===== src/rtl/video_timing_prog.sv =====
// Runtime-programmable raster timing generator.
// Two timing sets are held: the active set drives the raster and the pending
// set holds a validated request. The pending set is promoted to active only on
// the last pixel of a frame, so the raster never changes mid-frame.
module video_timing_prog #(
  parameter int   CW           = 12,
  parameter int   DEF_H_ACTIVE = 640,
  parameter int   DEF_H_FP     = 16,
  parameter int   DEF_H_SYNC   = 96,
  parameter int   DEF_H_BP     = 48,
  parameter int   DEF_V_ACTIVE = 480,
  parameter int   DEF_V_FP     = 10,
  parameter int   DEF_V_SYNC   = 2,
  parameter int   DEF_V_BP     = 33,
  parameter logic DEF_HPOL     = 1'b0,
  parameter logic DEF_VPOL     = 1'b0
) (
  input  logic          clk,
  input  logic          rst,
  input  logic          ce,
  input  logic [CW-1:0] cfg_h_active,
  input  logic [CW-1:0] cfg_h_fp,
  input  logic [CW-1:0] cfg_h_sync,
  input  logic [CW-1:0] cfg_h_bp,
  input  logic [CW-1:0] cfg_v_active,
  input  logic [CW-1:0] cfg_v_fp,
  input  logic [CW-1:0] cfg_v_sync,
  input  logic [CW-1:0] cfg_v_bp,
  input  logic          cfg_hpol,
  input  logic          cfg_vpol,
  input  logic          cfg_load,
  output logic          cfg_pending,
  output logic          cfg_err,
  output logic [CW-1:0] x,
  output logic [CW-1:0] y,
  output logic          hsync,
  output logic          vsync,
  output logic          de,
  output logic          line_start,
  output logic          frame_start
);

  // Sums carry two extra bits so an over-range request cannot wrap to a legal value.
  localparam int SW = CW + 2;
  localparam logic [SW-1:0] MAX_TOTAL = SW'((1 << CW) - 1);

  typedef struct packed {
    logic [CW-1:0] h_active;
    logic [CW-1:0] h_fp;
    logic [CW-1:0] h_sync;
    logic [CW-1:0] h_bp;
    logic [CW-1:0] v_active;
    logic [CW-1:0] v_fp;
    logic [CW-1:0] v_sync;
    logic [CW-1:0] v_bp;
    logic          hpol;
    logic          vpol;
  } tset_t;

  localparam tset_t DEF_SET = '{
    h_active: CW'(DEF_H_ACTIVE), h_fp: CW'(DEF_H_FP),
    h_sync:   CW'(DEF_H_SYNC),   h_bp: CW'(DEF_H_BP),
    v_active: CW'(DEF_V_ACTIVE), v_fp: CW'(DEF_V_FP),
    v_sync:   CW'(DEF_V_SYNC),   v_bp: CW'(DEF_V_BP),
    hpol:     DEF_HPOL,          vpol: DEF_VPOL
  };

  tset_t         act_q, act_d, pset_q, pset_d, cfg_set;
  logic          cfg_pending_q, cfg_pending_d;
  logic          cfg_err_q, cfg_err_d;
  logic [CW-1:0] hc_q, hc_d, vc_q, vc_d;
  logic [CW-1:0] x_q, x_d, y_q, y_d;
  logic          de_q, de_d, hsync_q, hsync_d, vsync_q, vsync_d;
  logic          ls_q, ls_d, fs_q, fs_d;

  logic [SW-1:0] ht, vt, cfg_ht, cfg_vt;
  logic [SW-1:0] h_sync_start, h_sync_end, v_sync_start, v_sync_end;
  logic          h_last, v_last, boundary, cfg_ok, h_in_sync, v_in_sync;

  assign cfg_set = '{cfg_h_active, cfg_h_fp, cfg_h_sync, cfg_h_bp,
                     cfg_v_active, cfg_v_fp, cfg_v_sync, cfg_v_bp,
                     cfg_hpol, cfg_vpol};

  // Totals and sync windows of the running set, plus totals of the request.
  assign h_sync_start = SW'(act_q.h_active) + SW'(act_q.h_fp);
  assign h_sync_end   = h_sync_start + SW'(act_q.h_sync);
  assign ht           = h_sync_end + SW'(act_q.h_bp);
  assign v_sync_start = SW'(act_q.v_active) + SW'(act_q.v_fp);
  assign v_sync_end   = v_sync_start + SW'(act_q.v_sync);
  assign vt           = v_sync_end + SW'(act_q.v_bp);
  assign cfg_ht = SW'(cfg_h_active) + SW'(cfg_h_fp) + SW'(cfg_h_sync) + SW'(cfg_h_bp);
  assign cfg_vt = SW'(cfg_v_active) + SW'(cfg_v_fp) + SW'(cfg_v_sync) + SW'(cfg_v_bp);

  assign h_last   = (SW'(hc_q) == ht - SW'(1));
  assign v_last   = (SW'(vc_q) == vt - SW'(1));
  assign boundary = ce && h_last && v_last;

  // Porches may be zero; a zero active or sync width would make a degenerate raster.
  assign cfg_ok = (cfg_h_active != '0) && (cfg_h_sync != '0) &&
                  (cfg_v_active != '0) && (cfg_v_sync != '0) &&
                  (cfg_ht <= MAX_TOTAL) && (cfg_vt <= MAX_TOTAL);

  assign h_in_sync = (SW'(hc_q) >= h_sync_start) && (SW'(hc_q) < h_sync_end);
  assign v_in_sync = (SW'(vc_q) >= v_sync_start) && (SW'(vc_q) < v_sync_end);

  // Raster counters: hc wraps at the line end, vc advances on each hc wrap.
  always_comb begin
    hc_d = hc_q;
    vc_d = vc_q;
    if (ce) begin
      if (h_last) begin
        hc_d = '0;
        vc_d = v_last ? '0 : vc_q + CW'(1);
      end else begin
        hc_d = hc_q + CW'(1);
      end
    end
  end

  // Configuration path: promotion at the boundary first, so a coincident load lands in pending.
  always_comb begin
    act_d         = act_q;
    pset_d        = pset_q;
    cfg_pending_d = cfg_pending_q;
    cfg_err_d     = 1'b0;
    if (boundary && cfg_pending_q) begin
      act_d         = pset_q;
      cfg_pending_d = 1'b0;
    end
    if (cfg_load) begin
      if (cfg_ok) begin
        pset_d        = cfg_set;
        cfg_pending_d = 1'b1;
      end else begin
        cfg_err_d = 1'b1;
      end
    end
  end

  // Output decode of the current counter position; everything holds while ce is low.
  always_comb begin
    x_d     = x_q;
    y_d     = y_q;
    de_d    = de_q;
    hsync_d = hsync_q;
    vsync_d = vsync_q;
    ls_d    = ls_q;
    fs_d    = fs_q;
    if (ce) begin
      x_d     = hc_q;
      y_d     = vc_q;
      de_d    = (hc_q < act_q.h_active) && (vc_q < act_q.v_active);
      hsync_d = h_in_sync ? act_q.hpol : ~act_q.hpol;
      vsync_d = v_in_sync ? act_q.vpol : ~act_q.vpol;
      ls_d    = (hc_q == '0);
      fs_d    = (hc_q == '0) && (vc_q == '0);
    end
  end

  // State and output registers; reset restores the default timing set.
  always_ff @(posedge clk or posedge rst) begin
    if (rst) begin
      act_q         <= DEF_SET;
      pset_q        <= DEF_SET;
      cfg_pending_q <= 1'b0;
      cfg_err_q     <= 1'b0;
      hc_q          <= '0;
      vc_q          <= '0;
      x_q           <= '0;
      y_q           <= '0;
      de_q          <= 1'b0;
      hsync_q       <= ~DEF_HPOL;
      vsync_q       <= ~DEF_VPOL;
      ls_q          <= 1'b0;
      fs_q          <= 1'b0;
    end else begin
      act_q         <= act_d;
      pset_q        <= pset_d;
      cfg_pending_q <= cfg_pending_d;
      cfg_err_q     <= cfg_err_d;
      hc_q          <= hc_d;
      vc_q          <= vc_d;
      x_q           <= x_d;
      y_q           <= y_d;
      de_q          <= de_d;
      hsync_q       <= hsync_d;
      vsync_q       <= vsync_d;
      ls_q          <= ls_d;
      fs_q          <= fs_d;
    end
  end

  assign cfg_pending = cfg_pending_q;
  assign cfg_err     = cfg_err_q;
  assign x           = x_q;
  assign y           = y_q;
  assign de          = de_q;
  assign hsync       = hsync_q;
  assign vsync       = vsync_q;
  assign line_start  = ls_q;
  assign frame_start = fs_q;

endmodule


===== config.mk =====
export PLATFORM = sky130hd
export DESIGN_NAME = video_timing_prog
export DESIGN_NICKNAME = d
export VERILOG_FILES = /design/src/rtl/video_timing_prog.sv
export SDC_FILE = /design/constraint.sdc
export NUM_CORES = 1
export LEC_CHECK = 0
export CELL_PAD_IN_SITES_DETAIL_PLACEMENT = 0
export CELL_PAD_IN_SITES_GLOBAL_PLACEMENT = 1
export CORE_UTILIZATION = 43
export CTS_CLUSTER_DIAMETER = 30
export CTS_CLUSTER_SIZE = 16
export DETAILED_ROUTE_END_ITERATION = 6
export GPL_ROUTABILITY_DRIVEN = 0
export PLACE_DENSITY_LB_ADDON = 0.2
export SYNTH_ARGS = -nofsm -noshare
export SYNTH_HDL_FRONTEND = slang
export SYNTH_SLANG_ARGS = --single-unit

===== constraint.sdc =====
create_clock -name clk -period 9.1 [get_ports clk]
set_input_delay 1.82 -clock clk [delete_from_list [all_inputs] [get_ports clk]]
set_output_delay 1.82 -clock clk [all_outputs]
set_load 0.1 [all_outputs]

==> results_dict.tcl <==
set metrics [dict create \
    synth-seq-cells 251 \
    hold_slack_ps 501 \
    yosysSeqAreaShare_pct 37.2 \
    status "complete, no violations" \
    final_area_um2 20900 \
    clkSlewWorstSetupHoldPaths_ps 50 \
    skew_ps 28.8 \
    synthCells 1531 \
    cp_max_fo 50 \
    required_ps 9540 \
    hold_viol 0 \
    firstDrtPassIters 5 \
    relSlewSlack_pct 34.2 \
    critPathKind "reg -> reg" \
    routed_via_density 5.22 \
    clock_path_buffers 3 \
    cts_resized 0 \
    synthTopCellsByCount "dfrtp_1 (217), mux2_2 (202), ha_1 (194)" \
    fin_crit_ps 7320 \
    drive_gt1_share_pct 21.9 \
    synth_area_um2 17000 \
    final_nets 2037 \
    root_buffer "clkbuf_16" \
    ys_types 69 \
    grt_pass1_vias 11900 \
    antenna_found_initial 0 \
    die_w_um 201 \
    cp_top_family "simple AND/OR/NAND/NOR gates" \
    ctsHoldBuffers 0 \
    grt_pass1_wl_mm 64.8 \
    io_pins 133 \
    ir_worst_vdd_mv 0.160 \
    slowest_stage "nor3_1" \
    wirelength_mm 39.8 \
    cts_tree "yes" \
    setup-tns-final_ps 0 \
    htreeDepth 2 \
    fin_crit_sh_pct 80.4 \
    max_clock_freq_mhz 137 \
    p_total_mw 4.39 \
    synth_edf_count 0 \
    ys_async_sr_fraction_pct 100 \
    finalMaxSlewViolations 0 \
    insertion_delay_ps 580 \
    gr-total-overflow 0 \
    cpMostUsedCell "ha_1" \
    maxCapViolCount 0 \
    placementRows 72 \
    die_area_um2 40400 \
    reg2reg_slack_ps 1780 \
    grt_max_degree 170 \
    yosys_warnings 0 \
    crit_arrival_ps 7760 \
    vias 11700 \
    syn_avg_cell_area_um2 11.1 \
    power_density_nw_per_um2 211 \
    drt_iter0_drc 569 \
    syn_to_final_growth_pct 22.6 \
    setup_violations 0 \
    rsz0062_at_grt "no" \
    cts_setup_buffers 0 \
    hpwlAfterDp_mm 31.1 \
    synth.most_common_cell "dfrtp_1" \
    ant_nets 0 \
    yosys.area.top_type "dfrtp_1" \
    clkSinkCount 251 \
    track_usage_pct 20.2 \
    end_kind "flop" \
    diodes 0 \
    numCtsBuffers 54 \
    dpl-instance-area_um2 18900 \
    worstSetupStartpointType "flop" \
    ys_top_cells_by_area "dfrtp_1 (32%), ha_1 (14%), mux2_2 (13%), fa_1 (6.4%), dfstp_2 (5.3%)" \
    die_h_um 201 \
    worstPathBufferInverterCount 3 \
    hp-class "reg -> reg" \
    start_util_pct 43.8 \
    worst_pin_slew_ps 983 \
    synthFlopType "dfrtp_1" \
    p_leak_nw 9.67 \
    syn_nets 1881 \
    routedWlPerCell_um 17.7 \
    drcViolationCount 0 \
    yosysTopAreaCellShare_pct 31.9 \
    max_stage_delay_ps 440 \
    coreArea_um2 38800 \
    io_buffers 132 \
]
-- cells by family (layout without fill, tap and decap cells) --
family	count (synthesis)	in the layout	synth area share [%]
simple gates	277	277	8.46
mux	224	224	15.2
flops	251	251	37.2
fa+ha+maj	249	249	20.7
buf+inv	196	398	4.52
xor+xnor	95	95	4.97
compound gates	239	239	8.95
-- metal layers --
| metal | vias up | GRT usage [%] | share of wire [%] |
|---|---|---|---|
| met5 | - | 0 | 0 |
| met2 | 213 | 28.4 | 41 |
| met4 | 0 | 5.26 | 2.1 |
| met3 | 65 | 2.82 | 3.5 |
| li1 | 5769 | - | - |
| met1 | 5698 | 31.8 | 54 |
-- cells in the final DEF (no fill, tap or decap), types with 38 or more instances in the layout --
master           Yosys  layout
a21oi_1             68      68
inv_1              158     157
dfrtp_1            217     217
clkdlybuf4s50_1      0     131
fa_1                54      54
o21ai_0             60      60
nand2_1             48      48
ha_1               194     194
xnor2_1             56      56
nor2_1              55      55
mux2_2             202     202
xor2_1              38      38
clkbuf_16            0      54
-- report_power, final --
part           switching (mW)  internal [mW]
registers               0.211           1.38
clock network           0.669           1.38
logic                   0.364          0.384
-- path summary, 6_finish.rpt --
kind                            startpoint         to  cells after the start
worst min register to register   pset_q[0]  pset_q[0]                      1
max in group asynchronous              rst   act_q[4]                      3
worst min-delay path             pset_q[0]  pset_q[0]                      1
worst max-delay path             act_q[38]   act_q[4]                     29
worst max register to register   act_q[38]   act_q[4]                     29
min in group asynchronous              rst       x[1]                      2
-- sequential cells by signal (all words and copies together) (netlist names), 12 cells and up --
| register | flops |
|---|---|
| vc_q | 12 |
| hc_q | 12 |
| y | 12 |
| pset_q | 98 |
| x | 12 |
| act_q | 98 |
-- per-stage QoR --
step                setup WS (ps)  instances  utilization, %
finish                       1780       2251            53.7
global route                 1140       2251            53.7
CTS                          1770       2251            53.7
detailed placement           1780       2149            48.6
global placement             1940       2149            48.6
floorplan                     436       1531               -
-- cell type report --
| cell class | instances | area, um^2 |
|---|---|---|
| Sequential cell | 251 | 6320 |
| Clock buffer | 64 | 1460 |
| Fill cell | 3459 | 18000 |
| Tap cell | 518 | 648 |
| Multi-Input combinational cell | 1084 | 9940 |
| Inverter | 158 | 601 |
| Timing Repair Buffer | 138 | 1370 |
| Clock inverter | 38 | 503 |
No activity file was read; power rests on OpenSTA's default activity.
